## src/rtl/pc_ctrl.sv

```systemverilog
// pc_ctrl: program counter and fetch-request control.
//   Owns the fetch PC, issues fetch requests to instruction ROM with a valid/ready handshake,
//   applies branch redirects from ex, flushes if_id/id_ex for FLUSH_CYCLES cycles per redirect,
//   and holds the front end on an ex hold request or ROM back-pressure.
// Optional feature: define PC_MISALIGN_TRAP_EN to redirect misaligned jump targets to TRAP_ADDR
//   and report them on trap_o/trap_epc_o. Without it the target is word-aligned by dropping
//   bits [1:0] and the trap outputs are tied 0.
// Ports:
//   clk          in   rising-edge clock
//   rst          in   synchronous active-high reset
//   jump_en_i    in   ex requests a redirect this cycle
//   jump_addr_i  in   redirect target from ex
//   hold_flag_i  in   ex requests a pipeline hold
//   inst_ready_i in   ROM accepts pc_o this cycle
//   pc_o         out  current fetch address
//   pc_valid_o   out  pc_o is a valid fetch request
//   flush_o      out  clear if_id and id_ex
//   hold_o       out  freeze if_id and id_ex
//   trap_o       out  one-cycle pulse after a misaligned jump
//   trap_epc_o   out  faulting jump target captured with trap_o
module pc_ctrl #(
   parameter logic [31:0] RESET_ADDR   = 32'h0000_0000,
   parameter int unsigned FLUSH_CYCLES = 2,
   parameter logic [31:0] TRAP_ADDR    = 32'h0000_0100
) (
   input  logic        clk,
   input  logic        rst,
   input  logic        jump_en_i,
   input  logic [31:0] jump_addr_i,
   input  logic        hold_flag_i,
   input  logic        inst_ready_i,
   output logic [31:0] pc_o,
   output logic        pc_valid_o,
   output logic        flush_o,
   output logic        hold_o,
   output logic        trap_o,
   output logic [31:0] trap_epc_o
);

   typedef enum logic [1:0] {StBoot, StRun, StFlush} state_e;

   // The jump cycle itself is the first flush cycle, so the counter covers the remainder.
   localparam logic [2:0] FlushInit = 3'(FLUSH_CYCLES - 1);

   state_e      state_q, state_d;
   logic [31:0] pc_q, pc_d;
   logic [2:0]  cnt_q, cnt_d;
   logic [31:0] jump_target;
   logic        run;

   assign run = (state_q == StRun);

`ifdef PC_MISALIGN_TRAP_EN
   logic        misalign;
   logic        trap_q, trap_d;
   logic [31:0] epc_q, epc_d;

   assign misalign    = |jump_addr_i[1:0];
   assign jump_target = misalign ? TRAP_ADDR : jump_addr_i;

   always_comb begin
      trap_d = 1'b0;
      epc_d  = epc_q;
      if (run && jump_en_i && misalign) begin
         trap_d = 1'b1;
         epc_d  = jump_addr_i;
      end
   end

   always_ff @(posedge clk) begin
      if (rst) begin
         trap_q <= 1'b0;
         epc_q  <= 32'h0;
      end else begin
         trap_q <= trap_d;
         epc_q  <= epc_d;
      end
   end

   assign trap_o     = trap_q;
   assign trap_epc_o = epc_q;
`else
   logic unused_trap;

   assign jump_target = {jump_addr_i[31:2], 2'b00};
   assign unused_trap = ^{jump_addr_i[1:0], TRAP_ADDR};
   assign trap_o      = 1'b0;
   assign trap_epc_o  = 32'h0;
`endif

   always_comb begin
      state_d = state_q;
      pc_d    = pc_q;
      cnt_d   = cnt_q;
      case (state_q)
         StBoot: state_d = StRun;
         StRun: begin
            if (jump_en_i) begin
               pc_d = jump_target;
               if (FLUSH_CYCLES > 1) begin
                  state_d = StFlush;
                  cnt_d   = FlushInit;
               end
            end else if (!hold_flag_i && inst_ready_i) begin
               pc_d = pc_q + 32'd4;
            end
         end
         StFlush: begin
            if (cnt_q <= 3'd1) begin
               state_d = StRun;
               cnt_d   = 3'd0;
            end else begin
               cnt_d = cnt_q - 3'd1;
            end
         end
         default: state_d = StBoot;
      endcase
   end

   always_ff @(posedge clk) begin
      if (rst) begin
         state_q <= StBoot;
         pc_q    <= RESET_ADDR;
         cnt_q   <= 3'd0;
      end else begin
         state_q <= state_d;
         pc_q    <= pc_d;
         cnt_q   <= cnt_d;
      end
   end

   // flush_o and hold_o are mutually exclusive: hold is masked in the jump cycle and outside StRun.
   assign pc_o       = pc_q;
   assign pc_valid_o = run;
   assign flush_o    = (state_q == StFlush) || (run && jump_en_i);
   assign hold_o     = run && !jump_en_i && (hold_flag_i || !inst_ready_i);

endmodule

```

## config.mk

```make
export PLATFORM = sky130hd
export DESIGN_NAME = pc_ctrl
export DESIGN_NICKNAME = d
export VERILOG_FILES = /design/src/rtl/pc_ctrl.sv
export SDC_FILE = /design/constraint.sdc
export NUM_CORES = 1
export LEC_CHECK = 0
export ABC_AREA = 1
export CAP_MARGIN = 0
export CORE_ASPECT_RATIO = 1.75
export CORE_MARGIN = 2
export CORE_UTILIZATION = 30
export DETAILED_ROUTE_END_ITERATION = 10
export GPL_TIMING_DRIVEN = 0
export PLACE_DENSITY_LB_ADDON = 0.3
export SETUP_SLACK_MARGIN = 0.2
export SYNTH_ARGS = -nofsm -noshare
export SYNTH_HDL_FRONTEND = slang
export SYNTH_SLANG_ARGS = --single-unit
```

## constraint.sdc

```tcl
create_clock -name clk -period 1.5 [get_ports clk]
set_input_delay 0.225 -clock clk [delete_from_list [all_inputs] [get_ports clk]]
set_output_delay 0.225 -clock clk [all_outputs]
set_load 0.03 [all_outputs]
```

==> out/summary.txt <==
Hold Path Class - in2reg
Cells after synthesis - 464
Total number of vias - 3280
Clock Sinks - 35
Die X - 77.5 um
Vias in the first global route - 3213
Worst Hold Slack - 0.288 ns
Synthesized area - 0.00283 mm2
Layout Utilization - 0.486
Syn. warnings - 0
Starting Density - 0.303
Final Cycle Share - 0.963
Row Count - 47
TritonCTS clock tree - done
Die Ht - 133 um
Hpwl dp - 7080 um
Final Max Tran Viols - 0
Hold path depth - 3
Largest net degree at the start of global routing - 12
Crit Path Class - reg2reg
Area growth from synthesis to layout - 60.3%
Commonest non-fill, non-tap cell in the layout - nand2_1
RSZ-0062 raised after global routing - true
DRC Markers - 0
Status - completed
Worst-Margin Slew - 0.767 ns
CP Capture Type - flop
Slew headroom - 0.489
FMAX - 0.692 GHz
CTS root buf - clkbuf_16
Final instance area - 0.00454 mm2
Pwr Density - 654 mW/mm2
Register-to-Register Path Depth - 10
Max VDD drop - 435 uV
Critical Path AT - 1.59 ns
Post-Route WL - 9590 um
Final antenna-violating net count - 0
GRT overflow - 0
GRT Total Usage - 0.183
Port bufs - 65
Crit path required time - 1.64 ns
Initial DRC count - 188
Tmin final - 1.44 ns
First-pass GRT wire length - 15000 um
Max clock buf depth - 2
Worst-Skew Late Latency - 0.29 ns
Max-cap viol count - 0
Diodes inserted - 0
Distinct cells, synth - 32
Drt pass-1 iters - 4
Fin nets - 638
Final setup violation count - 0
Cell leakage power - 1.95 nW
CTS Buf Count - 5
Initial antenna violation count - 0
Top-Level Pins - 105
Most frequent cells in the layout - 117 x nand2_1, 63 x buf_4, 41 x nor2_1
Wire length per cell - 13.3 um
Share of layout cells above drive strength 1 - 0.406
Post-synthesis register bit count - 35
DR vias/cell - 4.55
Max Fanout on Critical Path - 5
Final TNS setup - 0 ns
Worst-path clk slew - 0.05 ns
GP Congestion - 0.918
Syn_area_per_cell - 6.11 um2
Core ar. - 0.00935 mm2
Die footprint - 0.0103 mm2
DP Area - 0.00387 mm2
Startpoint types - flop
Sequential element share of the synthesized area - 0.247
Final Hold Vio Count - 0
Clk_skew - 0.00827 ns
Fillers - 947
# H-tree levels - 2
## worst max-delay path, cell delays in order (launching register included)
cell	delay [ns]
dfxtp_4	0.37
buf_4	0.13
inv_4	0.05
nor2_8	0.16
nand2_4	0.10
nor2_4	0.11
nand2_1	0.06
nand2_1	0.08
nand3_2	0.10
nand2_2	0.10
a21oi_2	0.05
## sequential cells by signal, indices dropped and copies added (netlist names)
signal	cells
cnt_q	3
pc_o	30
state_q	2
## synth_stat cells
cell      number  area share
o21ai_1        3      0.0053
or2_2          1      0.0022
clkbuf_1      10       0.013
buf_2          6       0.011
buf_4         36       0.095
dfxtp_1       35        0.25
conb_1         1      0.0013
a21oi_1       28       0.049
nand2_1      144        0.19
a21oi_2        6       0.019
inv_2          5      0.0066
ha_1           3       0.013
and2_1         1      0.0022
o31ai_1        3      0.0079
a311oi_1       1      0.0031
nor3_1         5      0.0088
xor2_1         1      0.0031
a221oi_1       1      0.0031
nor2_1        55       0.073
o211ai_1       1      0.0026
nor2_4         8       0.032
o21ai_0       25       0.044
or2_0          1      0.0022
a211oi_1       3      0.0079
nor2_2         9       0.020
clkinv_1       2      0.0026
inv_1         29       0.038
nand3_1       28       0.049
nor2_8         2       0.014
nand3b_1       1      0.0026
nand2_2        6       0.013
nand2_4        4       0.016
## through the flow
| step | cells | setup WS [ns] | power [mW] |
|---|---|---|---|
| final | 721 | 0.0552 | 2.97 |
| after global routing | 721 | -0.0374 | 3.10 |
| after CTS | 706 | 0.0394 | 2.93 |
| after detailed placement | 685 | -0.324 | 1.84 |
| after global placement | 685 | -0.322 | 1.83 |
| after floorplan | 498 | 0.118 | 1.57 |
## report_power, final
part | internal [mW] | switching (mW)
logic | 0.346 | 0.503
registers | 0.968 | 0.0826
clock network | 0.659 | 0.413
## worst paths after layout
| check | startpoint | endpoint | slack, ns |
|---|---|---|---|
| worst min register to register | cnt_q[1] | cnt_q[1] | 0.50 |
| worst max-delay path | pc_o[2] | pc_o[29] | 0.06 |
| worst min-delay path | jump_en_i | state_q[1] | 0.29 |
| worst max register to register | pc_o[2] | pc_o[29] | 0.06 |
## metal layers
layer | routed length (um) | GRT usage | part of all wire | up-vias
met5 | 0 | 0 | 0 | -
met4 | 330 | 0.0972 | 0.034 | 0
met3 | 527 | 0.0273 | 0.055 | 23
met2 | 5250 | 0.355 | 0.55 | 115
met1 | 3480 | 0.182 | 0.36 | 1469
li1 | - | - | - | 1673
## area by class of cell
class / count / area (um2) / area share
inverters: 36 / 149 / 0.0328
repair buffers: 93 / 805 / 0.177
flip-flops and latches: 35 / 786 / 0.173
multi-input cells: 375 / 2140 / 0.472
plain buffers: 52 / 358 / 0.0788
well taps: 122 / 153 / 0.0336
clock inverters: 1 / 5.00 / 0.00110
clock buffers: 7 / 143 / 0.0314
## timing repair
| item | CTS | global route |
|---|---|---|
| pin swaps | 26 | 39 |
| endpoints found under the setup margin | 60 | 57 |
| setup buffers | 13 | 14 |
| gates cloned | 0 | 1 |
| resized for setup | 131 | 96 |
| hold buffers | 0 | 0 |
## cell families after synthesis
group | share of synthesized area
adders and majority gates | 0.0132
AOI/OAI and AO/OA | 0.142
buffers and inverters | 0.167
and+or+nand+nor | 0.426
DFF | 0.247
other | 0.00132
xor gates and xnor gates | 0.00309
Note: power is estimated with default switching activity, not from simulation.
